<file path="src/rtl/clock_ctrl_pkg.sv">
// Shared types and limits for the clock run/set controller.
package clock_ctrl_pkg;

  localparam int DATA_W = 6;

  localparam logic [DATA_W-1:0] SEC_MAX  = 6'd59;
  localparam logic [DATA_W-1:0] MIN_MAX  = 6'd59;
  localparam logic [DATA_W-1:0] HOUR_MAX = 6'd23;

  // Encodings double as the set_mode output value.
  typedef enum logic [1:0] {
    ST_RUN      = 2'd0,
    ST_SET_HOUR = 2'd1,
    ST_SET_MIN  = 2'd2,
    ST_SET_SEC  = 2'd3
  } state_t;

endpackage

</file>
<file path="src/rtl/btn_sync_edge.sv">
// Two-flop synchroniser for an asynchronous button level, plus a one-cycle
// rising-edge pulse and the synchronised level.
module btn_sync_edge (
  input  logic clock,
  input  logic reset,
  input  logic btn,
  output logic level,
  output logic rise
);

  logic sync_p0, sync_p1, sync_p2;

  always_ff @(posedge clock or negedge reset) begin
    if (!reset) begin
      sync_p0 <= 1'b0;
      sync_p1 <= 1'b0;
      sync_p2 <= 1'b0;
    end else begin
      sync_p0 <= btn;
      sync_p1 <= sync_p0;
      sync_p2 <= sync_p1;
    end
  end

  assign level = sync_p1;
  assign rise  = sync_p1 & ~sync_p2;

endmodule

</file>
<file path="src/rtl/clock_set_ctrl.sv">
// Run/set controller for the hh:mm:ss counter: seconds prescaler, mode FSM,
// shadow registers and load strobes. Optional auto-repeat: CLOCK_SET_AUTO_REPEAT_EN.
module clock_set_ctrl
  import clock_ctrl_pkg::*;
#(
  parameter int TICK_DIV   = 100_000_000,
  parameter int REPEAT_DLY = 50_000_000,
  parameter int REPEAT_PER = 10_000_000
) (
  input  logic              clock,
  input  logic              reset,
  input  logic              btn_mode,
  input  logic              btn_inc,
  input  logic [5:0]        cur_sec,
  input  logic [5:0]        cur_min,
  input  logic [4:0]        cur_hour,
  output logic              tick_en,
  output logic              load_sec,
  output logic              load_min,
  output logic              load_hour,
  output logic [DATA_W-1:0] load_data,
  output logic [1:0]        set_mode
);

  localparam int PS_W = (TICK_DIV > 2) ? $clog2(TICK_DIV) : 1;

  state_t              state, state_nx, inc_fld, ld_sel_p0;
  logic                mode_rise, inc_rise, inc_lvl, unused_mode_lvl, inc_evt;
  logic [DATA_W-1:0]   shadow_hour, shadow_min, shadow_sec, ld_mux;
  logic [PS_W-1:0]     ps_cnt;

  function automatic logic [DATA_W-1:0] bump(input logic [DATA_W-1:0] v,
                                             input logic [DATA_W-1:0] mx);
    return (v >= mx) ? '0 : v + 1'b1;
  endfunction

  btn_sync_edge u_mode (
    .clock (clock),
    .reset (reset),
    .btn   (btn_mode),
    .level (unused_mode_lvl),
    .rise  (mode_rise)
  );

  btn_sync_edge u_inc (
    .clock (clock),
    .reset (reset),
    .btn   (btn_inc),
    .level (inc_lvl),
    .rise  (inc_rise)
  );

`ifdef CLOCK_SET_AUTO_REPEAT_EN
  localparam int REP_MAX = (REPEAT_DLY > REPEAT_PER) ? REPEAT_DLY : REPEAT_PER;
  localparam int REP_W   = $clog2(REP_MAX + 1);

  logic [REP_W-1:0] rep_cnt;
  logic             rep_rpt, rep_fire;

  // First repeat after REPEAT_DLY held cycles, then every REPEAT_PER.
  always_comb begin
    rep_fire = 1'b0;
    if (inc_lvl && state != ST_RUN)
      rep_fire = rep_rpt ? (rep_cnt == REP_W'(REPEAT_PER))
                         : (rep_cnt == REP_W'(REPEAT_DLY));
  end

  always_ff @(posedge clock or negedge reset) begin
    if (!reset) begin
      rep_cnt <= '0;
      rep_rpt <= 1'b0;
    end else if (!inc_lvl || state == ST_RUN || mode_rise) begin
      rep_cnt <= '0;
      rep_rpt <= 1'b0;
    end else if (rep_fire) begin
      rep_cnt <= REP_W'(1);
      rep_rpt <= 1'b1;
    end else begin
      rep_cnt <= rep_cnt + 1'b1;
    end
  end

  assign inc_evt = inc_rise | rep_fire;
`else
  localparam int unused_rep_cfg = REPEAT_DLY + REPEAT_PER;
  logic unused_inc_lvl;
  assign unused_inc_lvl = inc_lvl;
  assign inc_evt        = inc_rise;
`endif

  // FSM: state register
  always_ff @(posedge clock or negedge reset) begin
    if (!reset) state <= ST_RUN;
    else        state <= state_nx;
  end

  always_comb begin
    state_nx = state;
    if (mode_rise) state_nx = state_t'(state + 2'd1);
  end

  // A mode pulse swallows any inc seen in the same cycle.
  always_comb begin
    inc_fld = ST_RUN;
    if (inc_evt && !mode_rise && state != ST_RUN) inc_fld = state;
  end

  always_ff @(posedge clock or negedge reset) begin
    if (!reset) begin
      shadow_hour <= '0;
      shadow_min  <= '0;
      shadow_sec  <= '0;
    end else if (mode_rise && state == ST_RUN) begin
      shadow_hour <= {1'b0, cur_hour};
      shadow_min  <= cur_min;
      shadow_sec  <= cur_sec;
    end else begin
      case (inc_fld)
        ST_SET_HOUR: shadow_hour <= bump(shadow_hour, HOUR_MAX);
        ST_SET_MIN:  shadow_min  <= bump(shadow_min, MIN_MAX);
        ST_SET_SEC:  shadow_sec  <= bump(shadow_sec, SEC_MAX);
        default: ;
      endcase
    end
  end

  always_comb begin
    case (ld_sel_p0)
      ST_SET_HOUR: ld_mux = shadow_hour;
      ST_SET_MIN:  ld_mux = shadow_min;
      ST_SET_SEC:  ld_mux = shadow_sec;
      default:     ld_mux = '0;
    endcase
  end

  // Load stage: one cycle after the shadow update
  always_ff @(posedge clock or negedge reset) begin
    if (!reset) begin
      ld_sel_p0 <= ST_RUN;
      load_hour <= 1'b0;
      load_min  <= 1'b0;
      load_sec  <= 1'b0;
      load_data <= '0;
    end else begin
      ld_sel_p0 <= inc_fld;
      load_hour <= (ld_sel_p0 == ST_SET_HOUR);
      load_min  <= (ld_sel_p0 == ST_SET_MIN);
      load_sec  <= (ld_sel_p0 == ST_SET_SEC);
      load_data <= ld_mux;
    end
  end

  always_ff @(posedge clock or negedge reset) begin
    if (!reset) begin
      ps_cnt  <= '0;
      tick_en <= 1'b0;
    end else if (state != ST_RUN) begin
      ps_cnt  <= '0;
      tick_en <= 1'b0;
    end else if (ps_cnt == PS_W'(TICK_DIV - 1)) begin
      ps_cnt  <= '0;
      tick_en <= 1'b1;
    end else begin
      ps_cnt  <= ps_cnt + 1'b1;
      tick_en <= 1'b0;
    end
  end

  assign set_mode = state;

endmodule
</file>
<file path="config.mk">
export PLATFORM = sky130hd
export DESIGN_NAME = clock_set_ctrl
export DESIGN_NICKNAME = d
export VERILOG_FILES = /design/src/rtl/clock_ctrl_pkg.sv /design/src/rtl/btn_sync_edge.sv /design/src/rtl/clock_set_ctrl.sv
export SDC_FILE = /design/constraint.sdc
export NUM_CORES = 1
export LEC_CHECK = 0
export BUFFER_PORTS_ARGS = -buffer_cell sky130_fd_sc_hd__clkbuf_2
export CAP_MARGIN = 20
export CORE_AREA = 2 2 108 110
export DETAILED_ROUTE_END_ITERATION = 8
export DIE_AREA = 0 0 110 112
export SETUP_SLACK_MARGIN = 0.5
export SLEW_MARGIN = 25
export SYNTH_ARGS = -nofsm -noshare
export SYNTH_HDL_FRONTEND = slang
export SYNTH_SLANG_ARGS = --single-unit
</file>
<file path="constraint.sdc">
create_clock -name clock -period 4.65 [get_ports clock]
set_input_delay 0.93 -clock clock [delete_from_list [all_inputs] [get_ports clock]]
set_output_delay 0.93 -clock clock [all_outputs]
set_load 0.01 [all_outputs]
</file>
==> results of run 1 <==
cell families (layout without fill, tap and decap cells):
group / Yosys count / after routing / share of synthesized area
adder cells (fa/ha/maj): 5 / 5 / 0.0190
XOR/XNOR: 11 / 11 / 0.0292
AO/OA/AOI/OAI: 79 / 79 / 0.162
AND/OR/NAND/NOR: 141 / 141 / 0.248
multiplexers: 6 / 6 / 0.0205
buffers and inverters: 18 / 55 / 0.0284
flip-flops: 65 / 65 / 0.493
synthesized netlist by cell type, drive strengths merged (7+ instances only):
| cell | number |
|---|---|
| a21oi | 24 |
| a31oi | 7 |
| buf | 7 |
| dfrtp | 65 |
| nand2 | 32 |
| nand3 | 18 |
| nand4 | 11 |
| nor2 | 23 |
| o21ai | 15 |
| o31ai | 8 |
| or3 | 9 |
power groups by stage:
stage                     logic, µW  registers (µW)  clock network (µW)
after floorplan                 349             772                   0
after global placement          440             810                   0
after detailed placement        453             812                   0
after CTS                       452             804                 750
after global routing            504             828                 774
final                           447             808                 731
worst min path at each step:
stage | to | slack (ps) | cells after the start
after CTS | u_inc.level | 350 | 0
after global routing | u_inc.level | 350 | 0
after detailed placement | u_inc.level | 340 | 0
after global placement | u_mode.level | 340 | 0
after floorplan | u_inc.level | 330 | 0
final | u_inc.level | 350 | 0
per-stage QoR:
step / area, µm² / utilization / setup slack, ps / instances
finish: 3900 / 0.349 / 2160 / 505
global route: 3900 / 0.349 / 2020 / 505
CTS: 3900 / 0.349 / 2150 / 505
detailed placement: 3570 / 0.320 / 2150 / 489
global placement: 3570 / 0.320 / 2330 / 489
floorplan: 3300 / - / 2820 / 325
area by class of cell:
type,instances,share of cell area
Clock buffer,11,0.0647
Timing Repair Buffer,33,0.0429
Clock inverter,5,0.0199
Tap cell,143,0.0458
Sequential cell,65,0.417
Inverter,6,0.00577
Multi-Input combinational cell,242,0.404
worst reg2reg max path: stages (launching register included):
cell and delay (ps):
sky130_fd_sc_hd__dfrtp_1 400, sky130_fd_sc_hd__inv_1 120, sky130_fd_sc_hd__ha_1 350, sky130_fd_sc_hd__and3b_1 730, sky130_fd_sc_hd__a31oi_1 290, sky130_fd_sc_hd__o2bb2ai_1 210
sky130_fd_sc_hd__a211o_1 270
sequential cells by signal, summed over array words and instances, names as in the netlist:
name and cells:
load_hour 1, load_min 1, tick_en 1, set_mode 2, load_sec 1, u_mode.sync_p2 1, shadow_hour 6, u_inc.sync_p2 1
ps_cnt 27, shadow_min 6, load_data 6, u_inc.level 1, u_mode.level 1, ld_sel_p0 2, u_inc.sync_p0 1, u_mode.sync_p0 1
shadow_sec 6
per-layer routing:
metal / vias up / routed length, µm
met5: - / 0
met4: 0 / 117
met3: 9 / 290
li1: 1281 / -
met1: 1306 / 3480
met2: 49 / 3340
==> flow_summary.rst, run 1 <==
.. list-table::
   :header-rows: 1

   * - Metric
     - Value
   * - Via density per instance
     - 5.24
   * - Net switching power
     - 625 µW
   * - Worst Max-Slew Pin Slew
     - 958 ps
   * - Drc violations
     - 0
   * - Arrival time at the worst endpoint
     - 2700 ps
   * - Maximum clock insertion buffer count
     - 2
   * - Number of cells on the worst reg-to-reg path
     - 6
   * - Period minus WS final
     - 2490 ps
   * - Root cell of the clock tree
     - sky130_fd_sc_hd__clkbuf_16
   * - Global Route met1 Usage
     - 0.182
   * - Area of the mapped netlist
     - 3300 µm²
   * - Skew final
     - 4.44 ps
   * - Worst slack on hold paths
     - 349 ps
   * - Required time of the critical path
     - 4860 ps
   * - Height of the die
     - 112 µm
   * - Worst Setup Path Type
     - flop to flop
   * - Final weighted congestion in routability-driven placement
     - 0.825
   * - Antenna Nets Post-Route
     - 0
   * - Total power draw
     - 1990 µW
   * - Detailed placement HPWL
     - 5.20 mm
   * - Hold buffers post-CTS
     - 0
   * - DRC marker count from the first detailed-route iteration
     - 173
   * - Reg2Reg Capture Point
     - shadow_sec[3]
   * - Startpoint type of the worst setup path
     - flop
   * - Count of final max-slew check failures
     - 0
   * - Total internal power
     - 1360 µW
   * - Max-cap violations
     - 0
   * - Insertion delay to the later sink of the worst-skew pair
     - 330 ps
   * - Worst path slowest cell
     - sky130_fd_sc_hd__and3b_1
   * - Number of synthesized flops with an enable pin
     - 0
   * - Hold Path Origin
     - u_inc.sync_p0
   * - Number of antenna violations at the first check in global routing
     - 0
   * - Total gr overflow
     - 0
   * - Growth of design area from synthesis to finish
     - 18.4%
   * - Library cells used by synthesis
     - 52
   * - Global routing's busiest layer
     - met2
   * - Leakage Power
     - 0.00165 µW
   * - Primary FF master, synth
     - sky130_fd_sc_hd__dfrtp_1
   * - Number of setup violations in the final report
     - 0
   * - Critical Path Fanout Max
     - 21
   * - Final wirelength
     - 7.23 mm
   * - Net Sw Frac
     - 0.315
   * - Maximum ir drop on the vdd rail
     - 0.000236 V
   * - Proportion of power drawn by flip-flops and latches
     - 0.407
   * - Synthesized area per cell
     - 10.1 µm²
   * - Power density of the placed cells
     - 509 nW/µm²
   * - Multi-input logic area
     - 1580 µm²
   * - Delay-heaviest family, CP
     - compound AO/OA/AOI/OAI gates
   * - Footprint of the flip-flops and latches
     - 1630 µm²
   * - Register-to-register path setup slack
     - 2160 ps
   * - Net count, final
     - 383
   * - Placeable core region
     - 11,200 µm²
   * - Combinational fraction of design power
     - 0.225
   * - Number of antenna diodes
     - 0
   * - Setup TNS
     - 0 ps
   * - Count of input and output buffers
     - 32
   * - Beginning of the worst register-to-register path
     - set_mode[0]
   * - Net count after synthesis
     - 351
   * - Highest-count cells in the layout ignoring fill and taps
     - sky130_fd_sc_hd__dfrtp_1, sky130_fd_sc_hd__clkbuf_2, sky130_fd_sc_hd__nand2_1
   * - Area enclosed by the die boundary
     - 12,300 µm²
   * - Number of buffers inserted during clock tree synthesis
     - 9
   * - Highest clock frequency the design can meet
     - 0.401 GHz
   * - H-Tree Depth
     - 3
   * - Total stage count of the critical path
     - 6
   * - Top-Level Pins
     - 33
   * - Cell chain of the critical path
     - inv_1 > ha_1 > and3b_1 > a31oi_1 > o2bb2ai_1 > a211o_1
   * - Max incr delay on CP
     - 730 ps
   * - Max_slew headroom
     - 0.361
   * - Most common library cell in the layout ignoring fill and taps
     - sky130_fd_sc_hd__dfrtp_1
   * - Row count
     - 39
   * - Biggest area consumer among synthesized cells
     - sky130_fd_sc_hd__dfrtp_1
   * - Via Count
     - 2,645
   * - Synth Instances
     - 325
   * - RSZ-0062 raised after global routing
     - false
   * - Final Cycle Share
     - 0.536
   * - Via count of the first global-routing pass
     - 2,515
   * - Initial cell density of the core
     - 0.295
   * - Ratio of cells with drive above 1 in the final layout
     - 0.188
   * - Top post-synthesis cells by area
     - sky130_fd_sc_hd__dfrtp_1, sky130_fd_sc_hd__nand2_1, sky130_fd_sc_hd__a21oi_1
   * - CP endpoint kind
     - flop
   * - Average wire per standard cell
     - 14.3 µm
   * - Final hold violations
     - 0
   * - CTS tree
     - built
   * - Die outline width
     - 110 µm
   * - Clock transition at the registers of the reported paths
     - 50 ps
   * - Synthesis-stage register bit count
     - 65
   * - Worst Hold Class
     - flop to flop
   * - Pin count of the biggest net entering global routing
     - 35
   * - Part of the Yosys area used for sequential elements
     - 0.493
   * - Number of search-and-repair iterations in the first detailed-routing pass
     - 4
   * - Capture point of the critical path
     - shadow_sec[3]
   * - Yosys warns
     - 0
   * - Clock tree sinks
     - 65
   * - Number of resized instances in the post-cts repair step
     - 0
   * - Critical path launch point
     - set_mode[0]
   * - Wire length of the first global-routing pass
     - 12.3 mm
   * - Sum of buffers and inverters on the critical path
     - 1
   * - Area share of the leading cell type in the synthesized netlist
     - 0.493
   * - Total global routing track utilization
     - 0.128
   * - Fraction of power consumed by the clock network
     - 0.368
   * - Met2 track utilization from global routing
     - 0.184
   * - Post-synth ARST share
     - 1.00
   * - Post-CTS setup buffer count
     - 0
   * - M3 GR Usage
     - 0.0316
   * - Outcome
     - completed
   * - Number of fillers in the final layout
     - 1,104
Note: power is estimated with default switching activity, not from simulation.
==> run 2, diff against run 1 <==
Settings changed: ABC_AREA set to 1, CORE_AREA 2 2 108 110 to 2 2 110 112, DIE_AREA 0 0 110 112 to 0 0 112 114.
Clock period 4.65 ns to 2.2 ns, I/O delays scaled along.
==> flow_summary.rst, run 2 <==
.. list-table::
   :header-rows: 1

   * - Metric
     - Value
   * - Number of buffers inserted during clock tree synthesis
     - 9
   * - Outcome
     - finished with violations
   * - Number of search-and-repair iterations in the first detailed-routing pass
     - 5
   * - Required time of the critical path
     - 2460 ps
   * - Via Count
     - 2,948
   * - Area share of the leading cell type in the synthesized netlist
     - 0.475
   * - DRC marker count from the first detailed-route iteration
     - 174
   * - Final hold violations
     - 4
   * - Yosys warns
     - 0
   * - Clock tree sinks
     - 65
   * - Primary FF master, synth
     - sky130_fd_sc_hd__dfrtp_1
   * - Worst Max-Slew Pin Slew
     - 462 ps
   * - Leakage Power
     - 0.00194 µW
   * - Drc violations
     - 0
   * - Pin count of the biggest net entering global routing
     - 55
   * - Beginning of the worst register-to-register path
     - set_mode[0]
   * - Row count
     - 40
   * - Hold buffers post-CTS
     - 0
   * - Highest clock frequency the design can meet
     - 0.628 GHz
   * - Insertion delay to the later sink of the worst-skew pair
     - 330 ps
   * - Average wire per standard cell
     - 11.9 µm
   * - Top post-synthesis cells by area
     - sky130_fd_sc_hd__dfrtp_1, sky130_fd_sc_hd__nand2_1, sky130_fd_sc_hd__nor2_1
   * - Die outline width
     - 112 µm
   * - Leading post-synthesis cells by instance count
     - sky130_fd_sc_hd__nand2_1, sky130_fd_sc_hd__nor2_1, sky130_fd_sc_hd__dfrtp_1
   * - Startpoint type of the worst setup path
     - flop
   * - H-Tree Depth
     - 3
   * - Post-synth ARST share
     - 1.00
   * - Count of input and output buffers
     - 32
   * - Combinational fraction of design power
     - 0.284
   * - RSZ-0062 raised after global routing
     - true
   * - Total gr overflow
     - 0
   * - Register-to-register path setup slack
     - 610 ps
   * - Net count after synthesis
     - 484
   * - Multi-input logic area
     - 1600 µm²
   * - Fraction of power consumed by the clock network
     - 0.316
   * - Worst Setup Path Type
     - flop to flop
   * - Maximum clock insertion buffer count
     - 2
   * - Final weighted congestion in routability-driven placement
     - 0.881
   * - Number of setup violations in the final report
     - 0
   * - Initial cell density of the core
     - 0.293
   * - Synthesized area per cell
     - 7.48 µm²
   * - Critical Path Fanout Max
     - 6
   * - Via density per instance
     - 4.48
   * - Proportion of power drawn by flip-flops and latches
     - 0.400
   * - Synthesis-stage register bit count
     - 65
   * - Most common library cell in the layout ignoring fill and taps
     - sky130_fd_sc_hd__nand2_1
   * - Number of antenna diodes
     - 0
   * - Part of the Yosys area used for sequential elements
     - 0.475
   * - Max_slew headroom
     - 0.691
   * - Height of the die
     - 114 µm
   * - Setup TNS
     - 0 ps
   * - Total internal power
     - 2630 µW
   * - Ratio of cells with drive above 1 in the final layout
     - 0.157
   * - Antenna Nets Post-Route
     - 0
   * - Reg2Reg Capture Point
     - shadow_min[2]
   * - Net switching power
     - 1480 µW
   * - Library cells used by synthesis
     - 27
   * - Critical path launch point
     - set_mode[0]
   * - Largest reg by FF count
     - ps_cnt
   * - Final Cycle Share
     - 0.724
   * - Total global routing track utilization
     - 0.133
   * - Clock transition at the registers of the reported paths
     - 60 ps
   * - Placeable core region
     - 11,700 µm²
   * - Maximum ir drop on the vdd rail
     - 0.000414 V
   * - Most instantiated library cell after synthesis
     - sky130_fd_sc_hd__nand2_1
   * - Biggest area consumer among synthesized cells
     - sky130_fd_sc_hd__dfrtp_1
   * - Number of synthesized flops with an enable pin
     - 0
   * - Violations in the final reports
     - hold timing
   * - Synth Instances
     - 458
   * - Wire length of the first global-routing pass
     - 13.7 mm
   * - Worst slack on hold paths
     - -5.32 ps
   * - Root cell of the clock tree
     - sky130_fd_sc_hd__clkbuf_16
   * - Largest register FFs
     - 27
   * - Arrival time at the worst endpoint
     - 1850 ps
   * - Power density of the placed cells
     - 1000 nW/µm²
   * - Via count of the first global-routing pass
     - 2,988
   * - Net Sw Frac
     - 0.360
   * - Count of final max-slew check failures
     - 0
   * - CTS tree
     - built
   * - Top-Level Pins
     - 33
   * - Highest-count cells in the layout ignoring fill and taps
     - sky130_fd_sc_hd__nand2_1, sky130_fd_sc_hd__nor2_1, sky130_fd_sc_hd__dfrtp_1
   * - Final wirelength
     - 7.81 mm
   * - Area of the mapped netlist
     - 3430 µm²
   * - Number of antenna violations at the first check in global routing
     - 0
   * - Growth of design area from synthesis to finish
     - 19.8%
   * - Area enclosed by the die boundary
     - 12,800 µm²
   * - Period minus WS final
     - 1590 ps
   * - Detailed placement HPWL
     - 5.76 mm
   * - Skew final
     - 6.81 ps
   * - Number of fillers in the final layout
     - 1,276
   * - Footprint of the flip-flops and latches
     - 1630 µm²
   * - CP endpoint kind
     - flop
   * - Number of cells on the worst reg-to-reg path
     - 8
   * - Max-cap violations
     - 0
   * - Worst Hold Class
     - input pin to async pin
   * - Net count, final
     - 532
-- run 2: cell types whose count changed in the layout (fill, tap and decap cells not counted), moves of 7 or more --
cell | before | now
sky130_fd_sc_hd__nand2_1 | 31 | 154
sky130_fd_sc_hd__nor2_1 | 23 | 85
sky130_fd_sc_hd__inv_1 | 6 | 40
sky130_fd_sc_hd__a21oi_1 | 23 | 3
sky130_fd_sc_hd__nand3_1 | 17 | 34
sky130_fd_sc_hd__or3_1 | 9 | 0
sky130_fd_sc_hd__a31oi_1 | 7 | 0
sky130_fd_sc_hd__nand4_1 | 9 | 2
sky130_fd_sc_hd__o31ai_1 | 7 | 0
-- run 2: power groups by stage --
stage	clock [µW]	sequential, µW	combinational, µW
finish	1300	1640	1170
CTS	1340	1640	1120
global route	1400	1670	1360
floorplan	0	1610	809
detailed placement	0	1660	1080
global placement	0	1660	1060
-- run 2: layer usage --
layer  vias up  global-route usage  part of all wire
met5         -                   0                 0
met4         0              0.0537             0.028
met3        17              0.0356             0.036
met2        59               0.228              0.49
met1      1357               0.161              0.45
li1       1515                   -                 -
-- run 2: kinds of logic after synthesis --
logic type,count (synthesis),share of synthesized area
AO/OA/AOI/OAI,25,0.0467
buffers and inverters,51,0.0613
AND/OR/NAND/NOR,293,0.350
flip-flops,65,0.475
adder cells (fa/ha/maj),5,0.0183
XOR/XNOR,19,0.0486
-- run 2: worst max-delay path: stages (launching register included) --
cell and delay [ps]:
sky130_fd_sc_hd__dfrtp_1 360, sky130_fd_sc_hd__inv_2 80, sky130_fd_sc_hd__ha_2 200, sky130_fd_sc_hd__nor2_1 100, sky130_fd_sc_hd__nand4_1 220, sky130_fd_sc_hd__o21ai_2 240, sky130_fd_sc_hd__buf_4 170, sky130_fd_sc_hd__nand2_1 60
sky130_fd_sc_hd__nand3_1 80
-- run 2: timing repair --
| item | CTS | global route |
|---|---|---|
| endpoints found under the setup margin | 11 | 28 |
| resized for setup | 0 | 10 |
| pin swaps | 2 | 3 |
| setup buffers | 3 | 3 |
-- run 2: final cells by class --
cell class / instances / share of cell area
clock buffers: 9 / 0.0549
clock inverters: 7 / 0.0113
inverters: 47 / 0.0442
multi-input cells: 342 / 0.389
flip-flops and latches: 65 / 0.396
well taps: 147 / 0.0448
repair buffers: 41 / 0.0594
-- run 2: per-stage QoR --
stage | utilization | cells | total power (µW) | worst slack (ps) | area [µm²]
after floorplan | - | 458 | 2420 | 547 | 3430
after global placement | 0.322 | 636 | 2720 | 513 | 3770
after detailed placement | 0.322 | 636 | 2740 | 412 | 3770
after CTS | 0.347 | 655 | 4100 | 541 | 4070
after global routing | 0.351 | 658 | 4420 | 481 | 4110
final | 0.351 | 658 | 4100 | 607 | 4110
-- run 2: worst max-delay path by stage --
| stage | end | cells after the start |
|---|---|---|
| after CTS | ps_cnt[20] | 8 |
| after floorplan | shadow_min[2] | 8 |
| after global routing | shadow_min[3] | 8 |
| final | shadow_min[2] | 8 |
| after global placement | shadow_min[0] | 8 |
| after detailed placement | shadow_min[0] | 8 |
==> run 3, diff against run 2 <==
Settings changed: ABC_AREA 1 to 0, CORE_AREA 2 2 110 112 to 2 2 108 110, DIE_AREA 0 0 112 114 to 0 0 110 112.
Clock period 2.2 ns to 1.35 ns, I/O delays scaled along.
==> flow_summary.rst, run 3 (synthesis results as in run 1) <==
.. list-table::
   :header-rows: 1

   * - Metric
     - Value
   * - Final std cells w/o fill
     - 620
   * - Antenna Nets Post-Route
     - 0
   * - Beginning of the worst register-to-register path
     - ps_cnt[16]
   * - Final weighted congestion in routability-driven placement
     - 0.832
   * - Number of cells on the worst reg-to-reg path
     - 6
   * - Number of fillers in the final layout
     - 976
   * - Worst slack at placement
     - -292 ps
   * - Drc violations
     - 0
   * - Worst path setup slack after routing
     - -302 ps
   * - Fin area
     - 5330 µm²
   * - Via Count
     - 3,143
   * - Highest clock frequency the design can meet
     - 0.605 GHz
   * - Required time of the critical path
     - 1560 ps
   * - Count of final max-slew check failures
     - 0
   * - Insertion delay to the later sink of the worst-skew pair
     - 330 ps
   * - Largest reg by FF count
     - ps_cnt
   * - Worst slack on hold paths
     - -149 ps
   * - Worst Hold Class
     - input pin to async pin
   * - Clock transition at the registers of the reported paths
     - 60 ps
   * - Period minus WS final
     - 1650 ps
   * - Startpoint type of the worst setup path
     - flop
   * - Via density per instance
     - 5.07
   * - Cell chain of the critical path
     - and4_1 > nand4_1 > o31ai_4 > buf_6 > clkbuf_16 > a21oi_2
   * - Net count, final
     - 498
   * - Register-to-register path setup slack
     - -300 ps
   * - Arrival time at the worst endpoint
     - 1860 ps
   * - Most common library cell in the layout ignoring fill and taps
     - sky130_fd_sc_hd__buf_4
   * - Reg2Reg Capture Point
     - ps_cnt[16]
   * - Outcome
     - finished with violations
   * - Final wirelength
     - 9.29 mm
   * - Number of search-and-repair iterations in the first detailed-routing pass
     - 4
   * - Worst Setup Path Type
     - flop to flop
   * - Worst Max-Slew Pin Slew
     - 385 ps
   * - Number of setup violations in the final report
     - 47
   * - Total power draw
     - 8580 µW
   * - Average wire per standard cell
     - 15.0 µm
   * - Growth of design area from synthesis to finish
     - 61.7%
   * - Max incr delay on CP
     - 390 ps
   * - DRC marker count from the first detailed-route iteration
     - 130
   * - Final Cycle Share
     - 1.22
   * - Via count of the first global-routing pass
     - 3,101
   * - Largest register FFs
     - 27
   * - Initial cell density of the core
     - 0.295
   * - Die outline width
     - 110 µm
   * - Maximum clock insertion buffer count
     - 2
   * - Placeable core region
     - 11,200 µm²
   * - Ratio of cells with drive above 1 in the final layout
     - 0.518
   * - Maximum ir drop on the vdd rail
     - 0.00118 V
   * - Final Util
     - 0.477
   * - Row count
     - 39
   * - Power density of the placed cells
     - 1610 nW/µm²
   * - Height of the die
     - 112 µm
   * - Max-cap violations
     - 0
   * - Violations in the final reports
     - hold timing, setup timing
   * - Root cell of the clock tree
     - sky130_fd_sc_hd__clkbuf_16
   * - Pin count of the biggest net entering global routing
     - 33
   * - CTS tree
     - built
   * - Critical Path Fanout Max
     - 5
   * - Skew final
     - 5.54 ps
   * - Detailed placement HPWL
     - 5.90 mm
   * - CP endpoint kind
     - flop
   * - Count of input and output buffers
     - 32
   * - Total gr overflow
     - 0
   * - Cell total after placement
     - 567
   * - Max_slew headroom
     - 0.743
   * - Worst path slowest cell
     - sky130_fd_sc_hd__dfrtp_1
   * - Wire length of the first global-routing pass
     - 14.5 mm
   * - Total global routing track utilization
     - 0.150
   * - Number of antenna diodes
     - 0
   * - Number of antenna violations at the first check in global routing
     - 0
   * - Final hold violations
     - 13
   * - Top-Level Pins
     - 33
   * - Area enclosed by the die boundary
     - 12,300 µm²
   * - Placed instance area
     - 4300 µm²
   * - H-Tree Depth
     - 3
   * - Number of buffers inserted during clock tree synthesis
     - 9
   * - Clock tree sinks
     - 65
   * - Highest-count cells in the layout ignoring fill and taps
     - sky130_fd_sc_hd__buf_4, sky130_fd_sc_hd__dfrtp_1, sky130_fd_sc_hd__buf_6
   * - Leakage Power
     - 0.00236 µW
   * - RSZ-0062 raised after global routing
     - true
## run 3: changes by cell type in the layout (fill, tap and decap cells not counted), moves of 7 or more
cell	delta
sky130_fd_sc_hd__or3_1	+8
sky130_fd_sc_hd__buf_4	+75
sky130_fd_sc_hd__buf_6	+32
sky130_fd_sc_hd__nand3_1	-19
sky130_fd_sc_hd__nand4_1	+7
sky130_fd_sc_hd__clkbuf_2	-12
sky130_fd_sc_hd__a21oi_2	+14
sky130_fd_sc_hd__nor2_1	-72
sky130_fd_sc_hd__inv_1	-37
sky130_fd_sc_hd__o21ai_1	+7
sky130_fd_sc_hd__nand2_1	-127
## run 3: cell type report
cell class                 count  area [µm²]  share of cell area
clock buffer                  12         267              0.0500
clock inverter                 4        26.3             0.00493
inverter                       6        25.0             0.00469
multi-input combinational    242        1940               0.364
sequential                    65        1630               0.305
tap                          143         179              0.0335
timing repair buffer         148        1270               0.238
## run 3: what timing repair did
action,CTS,global route
setup endpoints to repair,69,70
gates cloned,1,2
endpoints found under the hold margin,13,13
gates resized for setup,51,62
pin swaps,27,23
buffers inserted,19,15
## run 3: report_power, final
group | total, µW | switching [µW] | leakage, µW | internal, µW
registers | 2640 | 336 | 0.000851 | 2300
clock network | 2210 | 828 | 0.000145 | 1390
logic | 3730 | 1680 | 0.00137 | 2040
## run 3: layer usage
metal | vias to the layer above | share of wire | track usage
li1 | 1515 | - | -
met1 | 1534 | 0.43 | 0.179
met2 | 75 | 0.49 | 0.247
met3 | 19 | 0.046 | 0.0504
met4 | 0 | 0.027 | 0.0616
met5 | - | 0 | 0
## run 3: how the worst max path moves through the flow
stage	startpoint	endpoint	slack (ps)	depth (start not counted)
after floorplan	set_mode[0]	shadow_sec[3]	-230	6
after global placement	set_mode[1]	shadow_sec[3]	-210	6
after detailed placement	set_mode[1]	shadow_min[2]	-290	6
after CTS	ps_cnt[0]	ps_cnt[26]	-250	5
after global routing	ps_cnt[0]	ps_cnt[24]	-400	5
final	ps_cnt[16]	ps_cnt[16]	-300	6
## run 3: through the flow
step,setup TNS (ps),hold WS (ps)
2_1_floorplan,-7740,-25.6
3_3_place_gp,-7290,206
3_5_place_dp,-8820,207
4_1_cts,-8710,-148
5_1_grt,-13780,-132
6_report,-10590,-149
## run 3: critical path: cells and delay by family, from the launching register on
family | cells | cell delay [ps]
compound gates | 2 | 380
buf+inv | 2 | 320
flops | 1 | 390
simple gates | 2 | 450
